[config.mk]
export PLATFORM = sky130hd
export DESIGN_NAME = bus_cycle_ctrl_flat
export DESIGN_NICKNAME = d
export VERILOG_FILES = /design/src/rtl/bus_cycle_ctrl_if.sv /design/src/rtl/bus_cycle_ctrl.sv /design/src/flat_wrapper.sv
export SDC_FILE = /design/constraint.sdc
export NUM_CORES = 1
export LEC_CHECK = 0
export CAP_MARGIN = 20
export CELL_PAD_IN_SITES_DETAIL_PLACEMENT = 1
export CELL_PAD_IN_SITES_GLOBAL_PLACEMENT = 1
export CORE_MARGIN = 1.5
export CORE_UTILIZATION = 31
export CTS_BUF_LIST = sky130_fd_sc_hd__clkbuf_4 sky130_fd_sc_hd__clkbuf_8 sky130_fd_sc_hd__clkbuf_16
export CTS_CLUSTER_SIZE = 20
export DETAILED_ROUTE_END_ITERATION = 10
export GPL_ROUTABILITY_DRIVEN = 0
export PLACE_DENSITY = 0.87
export SYNTH_ARGS = -nofsm -noshare
export SYNTH_HDL_FRONTEND = slang
export SYNTH_SLANG_ARGS = --single-unit
[constraint.sdc]
create_clock -name CLK -period 1.8 [get_ports CLK]
set_input_delay 0.54 -clock CLK [delete_from_list [all_inputs] [get_ports CLK]]
set_output_delay 0.54 -clock CLK [all_outputs]
set_load 0.02 [all_outputs]
[src/rtl/bus_cycle_ctrl_if.sv]
// Requester and memory/IO bus signals of the bus cycle controller.
// master: the controller side; slave: requester plus memory/IO model side.
interface bus_cycle_ctrl_if #(
  parameter int ADDR_W = 20,
  parameter int DATA_W = 8
);
  logic              REQ;
  logic              REQ_WR;
  logic              REQ_MEM;
  logic [ADDR_W-1:0] REQ_ADDR;
  logic [DATA_W-1:0] REQ_WDATA;
  logic              ACK;
  logic              BUSY;
  logic              DONE;
  logic [DATA_W-1:0] RDATA;
  logic              ERR;
  logic              READY;
  logic              ALE;
  logic              RD;
  logic              WR;
  logic              IOM;
  logic              CS;
  logic [ADDR_W-1:0] Address;
  logic [DATA_W-1:0] DataOut;
  logic [DATA_W-1:0] Data;

  modport master (
    input  REQ, REQ_WR, REQ_MEM, REQ_ADDR, REQ_WDATA, READY, Data,
    output ACK, BUSY, DONE, RDATA, ERR, ALE, RD, WR, IOM, CS, Address, DataOut
  );

  modport slave (
    output REQ, REQ_WR, REQ_MEM, REQ_ADDR, REQ_WDATA, READY, Data,
    input  ACK, BUSY, DONE, RDATA, ERR, ALE, RD, WR, IOM, CS, Address, DataOut
  );
endinterface

[src/rtl/bus_cycle_ctrl.sv]
// 8086-style T1..T4 bus cycle controller with READY-driven wait states.
// Define BUS_TIMEOUT_EN to abort a cycle after TIMEOUT consecutive wait states.
module bus_cycle_ctrl #(
  parameter int ADDR_W  = 20,
  parameter int DATA_W  = 8
`ifdef BUS_TIMEOUT_EN
  , parameter int TIMEOUT = 16
`endif
) (
  input  logic             CLK,
  input  logic             RESET,
  bus_cycle_ctrl_if.master bus
);

  typedef enum logic [2:0] {S_IDLE, S_T1, S_T2, S_T3, S_TW, S_T4} state_e;

  localparam logic [ADDR_W-1:0] IO_MASK = ADDR_W'({16{1'b1}});

  state_e              state_q, state_d;
  logic                req_wr_q, req_wr_d;
  logic [DATA_W-1:0]   wdata_q, wdata_d;
  logic                ale_q, ale_d;
  logic                rd_q, rd_d;
  logic                wr_q, wr_d;
  logic                iom_q, iom_d;
  logic                cs_q, cs_d;
  logic [ADDR_W-1:0]   addr_q, addr_d;
  logic [DATA_W-1:0]   dout_q, dout_d;
  logic                busy_q, busy_d;
  logic                done_q, done_d;
  logic [DATA_W-1:0]   rdata_q, rdata_d;
  logic                strobe;
  logic                in_wait;
  logic                tmo_hit;

  assign in_wait = (state_q == S_T3) || (state_q == S_TW);

`ifdef BUS_TIMEOUT_EN
  localparam int CNT_W = $clog2(TIMEOUT + 1);

  logic [CNT_W-1:0] wait_cnt_q, wait_cnt_d;
  logic             err_q, err_d;

  // Abort on the TW cycle that would push the wait count to TIMEOUT.
  assign tmo_hit = (state_q == S_TW) && !bus.READY &&
                   (wait_cnt_q == CNT_W'(TIMEOUT - 1));

  always_comb begin
    wait_cnt_d = wait_cnt_q;
    if (state_q == S_T2)
      wait_cnt_d = '0;
    else if (state_q == S_TW && !bus.READY)
      wait_cnt_d = wait_cnt_q + CNT_W'(1);
    err_d = tmo_hit;
  end

  always_ff @(posedge CLK) begin
    if (!RESET) begin
      wait_cnt_q <= '0;
      err_q      <= 1'b0;
    end else begin
      wait_cnt_q <= wait_cnt_d;
      err_q      <= err_d;
    end
  end

  assign bus.ERR = err_q;
`else
  assign tmo_hit = 1'b0;
  assign bus.ERR = 1'b0;
`endif

  // State register
  always_ff @(posedge CLK) begin
    if (!RESET) state_q <= S_IDLE;
    else        state_q <= state_d;
  end

  // Next-state logic
  always_comb begin
    state_d = state_q;
    unique case (state_q)
      S_IDLE:     if (bus.REQ) state_d = S_T1;
      S_T1:       state_d = S_T2;
      S_T2:       state_d = S_T3;
      S_T3, S_TW: state_d = (bus.READY || tmo_hit) ? S_T4 : S_TW;
      S_T4:       state_d = S_IDLE;
      default:    state_d = S_IDLE;
    endcase
  end

  // Output logic: bus outputs are registered from the next state so that
  // strobes switch cleanly on the same edge as the state.
  always_comb begin
    req_wr_d = req_wr_q;
    wdata_d  = wdata_q;
    addr_d   = addr_q;
    iom_d    = iom_q;
    dout_d   = dout_q;
    rdata_d  = rdata_q;

    strobe = (state_d == S_T2) || (state_d == S_T3) || (state_d == S_TW);
    ale_d  = (state_d == S_T1);
    cs_d   = (state_d == S_T1) || strobe;
    rd_d   = !(strobe && !req_wr_q);
    wr_d   = !(strobe && req_wr_q);
    busy_d = (state_d != S_IDLE);
    done_d = (state_d == S_T4);

    if (state_q == S_IDLE && bus.REQ) begin
      req_wr_d = bus.REQ_WR;
      wdata_d  = bus.REQ_WDATA;
      iom_d    = bus.REQ_MEM;
      addr_d   = bus.REQ_MEM ? bus.REQ_ADDR : (bus.REQ_ADDR & IO_MASK);
    end

    if (state_q == S_T1 && req_wr_q)
      dout_d = wdata_q;

    if (in_wait && bus.READY && !req_wr_q)
      rdata_d = bus.Data;
    else if (tmo_hit && !req_wr_q)
      rdata_d = '1;
  end

  always_ff @(posedge CLK) begin
    if (!RESET) begin
      req_wr_q <= 1'b0;
      wdata_q  <= '0;
      ale_q    <= 1'b0;
      rd_q     <= 1'b1;
      wr_q     <= 1'b1;
      iom_q    <= 1'b0;
      cs_q     <= 1'b0;
      addr_q   <= '0;
      dout_q   <= '0;
      busy_q   <= 1'b0;
      done_q   <= 1'b0;
      rdata_q  <= '0;
    end else begin
      req_wr_q <= req_wr_d;
      wdata_q  <= wdata_d;
      ale_q    <= ale_d;
      rd_q     <= rd_d;
      wr_q     <= wr_d;
      iom_q    <= iom_d;
      cs_q     <= cs_d;
      addr_q   <= addr_d;
      dout_q   <= dout_d;
      busy_q   <= busy_d;
      done_q   <= done_d;
      rdata_q  <= rdata_d;
    end
  end

  // ACK is masked during reset so a held REQ is never reported as taken.
  assign bus.ACK     = bus.REQ && RESET && (state_q == S_IDLE);
  assign bus.BUSY    = busy_q;
  assign bus.DONE    = done_q;
  assign bus.RDATA   = rdata_q;
  assign bus.ALE     = ale_q;
  assign bus.RD      = rd_q;
  assign bus.WR      = wr_q;
  assign bus.IOM     = iom_q;
  assign bus.CS      = cs_q;
  assign bus.Address = addr_q;
  assign bus.DataOut = dout_q;

endmodule

[src/flat_wrapper.sv]
// flat-port wrapper written by rule: the top's interface ports become plain ports
module bus_cycle_ctrl_flat 
#(
  parameter int ADDR_W  = 20,
  parameter int DATA_W  = 8

)
  (CLK, RESET, bus_REQ, bus_REQ_WR, bus_REQ_MEM, bus_REQ_ADDR, bus_REQ_WDATA, bus_READY, bus_Data, bus_ACK, bus_BUSY, bus_DONE, bus_RDATA, bus_ERR, bus_ALE, bus_RD, bus_WR, bus_IOM, bus_CS, bus_Address, bus_DataOut);
  bus_cycle_ctrl_if #(.ADDR_W(ADDR_W), .DATA_W(DATA_W)) bus_i ();
  input  logic CLK;
  input  logic RESET;
  input wire logic [$bits(bus_i.REQ)-1:0] bus_REQ;
  input wire logic [$bits(bus_i.REQ_WR)-1:0] bus_REQ_WR;
  input wire logic [$bits(bus_i.REQ_MEM)-1:0] bus_REQ_MEM;
  input wire logic [$bits(bus_i.REQ_ADDR)-1:0] bus_REQ_ADDR;
  input wire logic [$bits(bus_i.REQ_WDATA)-1:0] bus_REQ_WDATA;
  input wire logic [$bits(bus_i.READY)-1:0] bus_READY;
  input wire logic [$bits(bus_i.Data)-1:0] bus_Data;
  output wire logic [$bits(bus_i.ACK)-1:0] bus_ACK;
  output wire logic [$bits(bus_i.BUSY)-1:0] bus_BUSY;
  output wire logic [$bits(bus_i.DONE)-1:0] bus_DONE;
  output wire logic [$bits(bus_i.RDATA)-1:0] bus_RDATA;
  output wire logic [$bits(bus_i.ERR)-1:0] bus_ERR;
  output wire logic [$bits(bus_i.ALE)-1:0] bus_ALE;
  output wire logic [$bits(bus_i.RD)-1:0] bus_RD;
  output wire logic [$bits(bus_i.WR)-1:0] bus_WR;
  output wire logic [$bits(bus_i.IOM)-1:0] bus_IOM;
  output wire logic [$bits(bus_i.CS)-1:0] bus_CS;
  output wire logic [$bits(bus_i.Address)-1:0] bus_Address;
  output wire logic [$bits(bus_i.DataOut)-1:0] bus_DataOut;
  assign bus_i.REQ = bus_REQ;
  assign bus_i.REQ_WR = bus_REQ_WR;
  assign bus_i.REQ_MEM = bus_REQ_MEM;
  assign bus_i.REQ_ADDR = bus_REQ_ADDR;
  assign bus_i.REQ_WDATA = bus_REQ_WDATA;
  assign bus_i.READY = bus_READY;
  assign bus_i.Data = bus_Data;
  assign bus_ACK = bus_i.ACK;
  assign bus_BUSY = bus_i.BUSY;
  assign bus_DONE = bus_i.DONE;
  assign bus_RDATA = bus_i.RDATA;
  assign bus_ERR = bus_i.ERR;
  assign bus_ALE = bus_i.ALE;
  assign bus_RD = bus_i.RD;
  assign bus_WR = bus_i.WR;
  assign bus_IOM = bus_i.IOM;
  assign bus_CS = bus_i.CS;
  assign bus_Address = bus_i.Address;
  assign bus_DataOut = bus_i.DataOut;
  bus_cycle_ctrl #(.ADDR_W(ADDR_W), .DATA_W(DATA_W)) u_core (.CLK(CLK), .RESET(RESET), .bus(bus_i));
endmodule
==> metrics.cfg, run 1 <==
[timing]
clock_skew_ns=0.00786
worstMarginPinSlew_ns=0.528
hold_viol_final=0
slew_headroom_pct=64.8
setup_viol=0
maxSlewViolCount=0
fin_ws_ns=0.0312
period_needed_ns=1.77
fin_crit_sh_pct=98.3
rsz0062_at_grt=yes
clock.fmax_mhz=565

[synth]
syn_avg_cell_area_um2=9.06
synth_edf_count=0
ys_seq_elements=55
synthArstFlopShare_pct=0
yosysSeqAreaShare_pct=51.3
synth.distinct_cells=30
yosys_warnings=0
syn_inst=237
synthFlopType=dfxtp_1
syn-num-nets=279
synth_area_mm2=0.00215

[clock_tree]
clk_pin_slew_ns=0.09
cts_buffers=5
cts_sinks=55
cts_tree=yes
insertion_delay_ns=0.30
htreeDepth=2
cts_buffer_depth=2
root_buffer=clkbuf_8

[finish]
area_delta_synth_final_pct=51.0
fin_util_pct=48.0
nets=364
drive_above_1_share_pct=8.67
final_cell_mix=nand2_1 (66), dfxtp_1 (54), clkdlybuf4s50_1 (41)
final_area_mm2=0.00324
final_common_cell=nand2_1
insertedDiodeCount=0

[setup_path]
start_kind=register
worstPathArrival_ns=1.23
cp-end-kind=output port
cp_max_fo=3
critPathKind=register to output port
r2r_cells=6
critPathRequiredTime_ns=1.26

[routing]
wl_um=5460
wl_per_cell_um=13.6
drt_iter0_markers=49
firstDrtPassIters=4
drc=0
vias=1873
drtAntennaViolNets=0
viasPerCell=4.65

[placed_design]
place_hpwl_um=3880
placed_cell_area_mm2=0.00309
dpl_worst_slack_ns=-0.513
port-buffer-count=85

[global_routing]
gr-total-overflow=0
grt_start_max_net_pins=63
gr-usage-all-layers_pct=15.1
grt_pass1_wl_um=8850
antenna_found_initial=0
grt_pass1_vias=1917

[job]
maxCapViolations=0

[die]
placementRows=30
dieWidth_um=86.2
die-height_um=86.2
die_area_mm2=0.00744
ios=87
coreArea_mm2=0.00676
start_util_pct=31.8

[power]
power.density_mw_per_mm2=908
peakVddDrop_v=0.000474
leakagePower_nw=1.46

[run_status]
status=finished, final reports clean

[hold_path]
holdPathStages=2
hold_path_class=register to register

[sequential cells by signal, summed over array words and instances (netlist names)]
signal / flops
u_core.bus.ALE: 1
u_core.bus.Address: 20
u_core.bus.BUSY: 1
u_core.bus.CS: 1
u_core.bus.DONE: 1
u_core.bus.DataOut: 8
u_core.bus.IOM: 1
u_core.bus.RD: 1
u_core.bus.RDATA: 8
u_core.bus.WR: 1
u_core.req_wr_q: 1
u_core.state_q: 3
u_core.wdata_q: 8
[through the flow]
| step | power (mW) | setup TNS [ns] | hold WS (ns) | instances |
|---|---|---|---|---|
| after floorplan | 1.70 | 0 | 0.431 | 237 |
| after global placement | 2.01 | -0.520 | 0.446 | 393 |
| after detailed placement | 2.02 | -1.66 | 0.458 | 393 |
| after CTS | 2.98 | -0.0108 | 0.470 | 401 |
| after global routing | 3.10 | -0.0321 | 0.491 | 403 |
| final | 2.94 | 0 | 0.464 | 403 |
[worst max-delay path, cell delays in order, from the launching register on]
cell and delay, ns:
dfxtp_2 0.33, nor3_2 0.17, buf_4 0.14, and3_4 0.18, buf_6 0.11
[Yosys cell counts, types with 4 or more instances]
cell type / number / area [um2]
nor2b_1: 9 / 56.3
clkbuf_1: 8 / 30.0
dfxtp_1: 55 / 1100
o21ai_0: 11 / 55.1
a21boi_0: 30 / 225
nand2_1: 66 / 248
nand3_1: 13 / 65.1
mux2i_1: 8 / 80.1
buf_2: 4 / 20.0
[cell type report]
type | count | area, um2
fill | 772 | 3510
clock buffer | 6 | 76.3
timing repair buffer | 97 | 980
multi-input combinational | 161 | 917
inverter | 2 | 7.51
tap | 80 | 100
sequential | 55 | 1100
clock inverter | 2 | 60.1
[worst paths after layout]
| check | start | endpoint | slack [ns] |
|---|---|---|---|
| worst max-delay path | u_core.state_q[1]$_SDFF_PN0_ | bus_ACK | 0.03 |
| worst max register to register | u_core.state_q[2]$_SDFF_PN0_ | u_core.bus.RDATA[1]$_SDFFE_PN0P_ | 0.14 |
| worst min-delay path | u_core.bus.Address[17]$_SDFFE_PN0P_ | u_core.bus.Address[17]$_SDFFE_PN0P_ | 0.46 |
| worst min register to register | u_core.bus.Address[17]$_SDFFE_PN0P_ | u_core.bus.Address[17]$_SDFFE_PN0P_ | 0.46 |
[report_power, final]
| group | leakage, nW | switching (mW) | internal, mW |
|---|---|---|---|
| clock | 0.0688 | 0.389 | 0.571 |
| sequential | 0.449 | 0.0412 | 1.30 |
| combinational | 0.946 | 0.321 | 0.319 |
[routing by layer]
| metal | GRT usage (%) | wire [um] | part of all wire, % | up-vias |
|---|---|---|---|---|
| li1 | - | - | - | 941 |
| met1 | 17.7 | 2180 | 40 | 864 |
| met2 | 26.0 | 2830 | 52 | 60 |
| met3 | 5.33 | 367 | 6.7 | 8 |
| met4 | 4.69 | 88 | 1.6 | 0 |
| met5 | 0 | 0 | 0 | - |
[repair_timing]
action,in CTS,in global routing
setup endpoints to repair,30,13
resized for setup,39,12
hold buffers,0,0
setup buffers,0,2
[kinds of logic (layout without fill, tap and decap cells)]
family                    count (synthesis)  after routing  share of synthesized area, %
xor gates and xnor gates                  1              1                         0.408
and+or+nand+nor                         103            103                          22.0
other                                     1              1                         0.175
AOI/OAI and AO/OA                        48             48                          16.0
buffers and inverters                    21            107                          6.52
DFF                                      55             55                          51.3
muxes                                     8              8                          3.73
(Power assumes the default switching activity.)
==> inputs of run 2 (changes only) <==
GPL_TIMING_DRIVEN = 0   (was unset)
HOLD_SLACK_MARGIN = 0.15   (was unset)
==> run 2 against run 1 <==
Worst hold slack lost 0.0015 ns. Combinational power down 7.5%. Sequential share of layout area is 0.49 points higher. Flip-flop and latch count unchanged. Largest cell class unchanged. Largest power group unchanged.
==> metrics.cfg, run 2 (synthesis gave the netlist of run 1 again) <==
[finish]
insertedDiodeCount=0
area_delta_synth_final_pct=49.3
final_common_cell=nand2_1
drive_above_1_share_pct=8.21
final_cell_mix=nand2_1 (66), dfxtp_1 (53), clkdlybuf4s50_1 (43)
nets=370
largest_reg_flops=20
fin_util_pct=47.5

[job]
maxCapViolations=0

[power]
power.density_mw_per_mm2=873
peakVddDrop_v=0.000382
leakagePower_nw=1.41

[placed_design]
dpl_worst_slack_ns=-0.626
place_hpwl_um=4240
port-buffer-count=84

[global_routing]
grt_pass1_wl_um=9260
use_met3_pct=4.67
antenna_found_initial=0
grt_pass1_vias=2009
gr-total-overflow=0
gr-usage-all-layers_pct=15.6
grt_start_max_net_pins=18
grt_busiest_layer=met2
use_met2_pct=28.9
grt_util_met1_pct=17.9

[clock_tree]
postCtsHoldBufs=0
cts_buffers=5
cts_sinks=55
htreeDepth=2
root_buffer=clkbuf_8
cts_tree=yes
insertion_delay_ns=0.29
clk_pin_slew_ns=0.10
cts_buffer_depth=2

[timing]
clock.fmax_mhz=568
setup_viol=0
maxSlewViolCount=0
fin_ws_ns=0.0388
period_needed_ns=1.76
timing.hold.ws_ns=0.463
clock_skew_ns=0.00561
hold_viol_final=0
fin_crit_sh_pct=97.8
fin_tns_setup_ns=0
rsz0062_at_grt=yes

[die]
start_util_pct=31.8
die_area_mm2=0.00744
coreArea_mm2=0.00676
placementRows=30
ios=87
dieWidth_um=86.2
die-height_um=86.2

[routing]
drt_iter0_markers=27
drtAntennaViolNets=0
wl_um=5560
drc=0
vias=1881
wl_per_cell_um=13.6
viasPerCell=4.60
firstDrtPassIters=3

[setup_path]
cp-end-kind=output port
rrSetupSlack_ns=0.13
worstPathArrival_ns=1.22
critPathRequiredTime_ns=1.26
start_kind=register
cp_max_fo=10
critPathKind=register to output port

[run_status]
status=finished, final reports clean

[hold_path]
hold_path_class=register to register

-- run 2: cell types whose count changed in the layout (fill, tap and decap cells not counted), sizes merged --
cell and delta:
clkdlybuf4s50 +2, bufinv -1, inv +1, dlymetal6s2s -5, clkbuf +10, buf -4, dlygate4sd2 +3
-- run 2: final cells by class --
type	count	area, um2
Sequential cell	55	1110
Clock buffer	6	82.6
Timing Repair Buffer	85	826
Inverter	2	7.51
Clock inverter	2	38.8
Buffer	18	129
Multi-Input combinational cell	161	918
Fill cell	807	3550
Tap cell	80	100
-- run 2: what timing repair did --
action | CTS | global route
endpoints found under the hold margin | 0 | 0
pin swaps | 2 | 1
setup buffers | 1 | 0
resized for setup | 45 | 9
setup endpoints to repair | 33 | 8
-- run 2: power breakdown --
group / switching (mW) / internal (mW)
logic: 0.311 / 0.280
clock network: 0.399 / 0.458
registers: 0.0476 / 1.30
total: 0.758 / 2.04
-- run 2: final timing paths --
kind	startpoint	end	cells after the start
setup reg to reg	u_core.state_q[1]$_SDFF_PN0_	u_core.bus.RDATA[5]$_SDFFE_PN0P_	6
hold / removal	u_core.bus.IOM$_SDFFE_PN0P_	u_core.bus.IOM$_SDFFE_PN0P_	2
hold reg to reg	u_core.bus.IOM$_SDFFE_PN0P_	u_core.bus.IOM$_SDFFE_PN0P_	2
setup / recovery	u_core.state_q[2]$_SDFF_PN0_	bus_ACK	4
-- run 2: worst max-delay path, stage by stage, from the launching register on --
cell	delay [ns]
dfxtp_2	0.34
clkbuf_8	0.16
nor3_4	0.12
and3_1	0.19
buf_6	0.12
-- run 2: routing by layer --
metal,up-vias,share of wire (%)
li1,959,-
met1,873,43
met2,47,51
met3,2,6.0
met4,0,0.43
met5,-,0
-- run 2: through the flow --
stage	total power, mW	cells	instance area, um2
2_1_floorplan	1.70	237	2150
3_3_place_gp	1.98	401	3090
3_5_place_dp	2.00	401	3090
4_1_cts	2.85	409	3190
6_report	2.80	409	3210
5_1_grt	2.96	409	3210
==> inputs of run 3 (changes only) <==
SLEW_MARGIN = 20   (was unset)
==> results of run 3 <==
The final DEF is identical to that of run 2; final timing and power are the same.
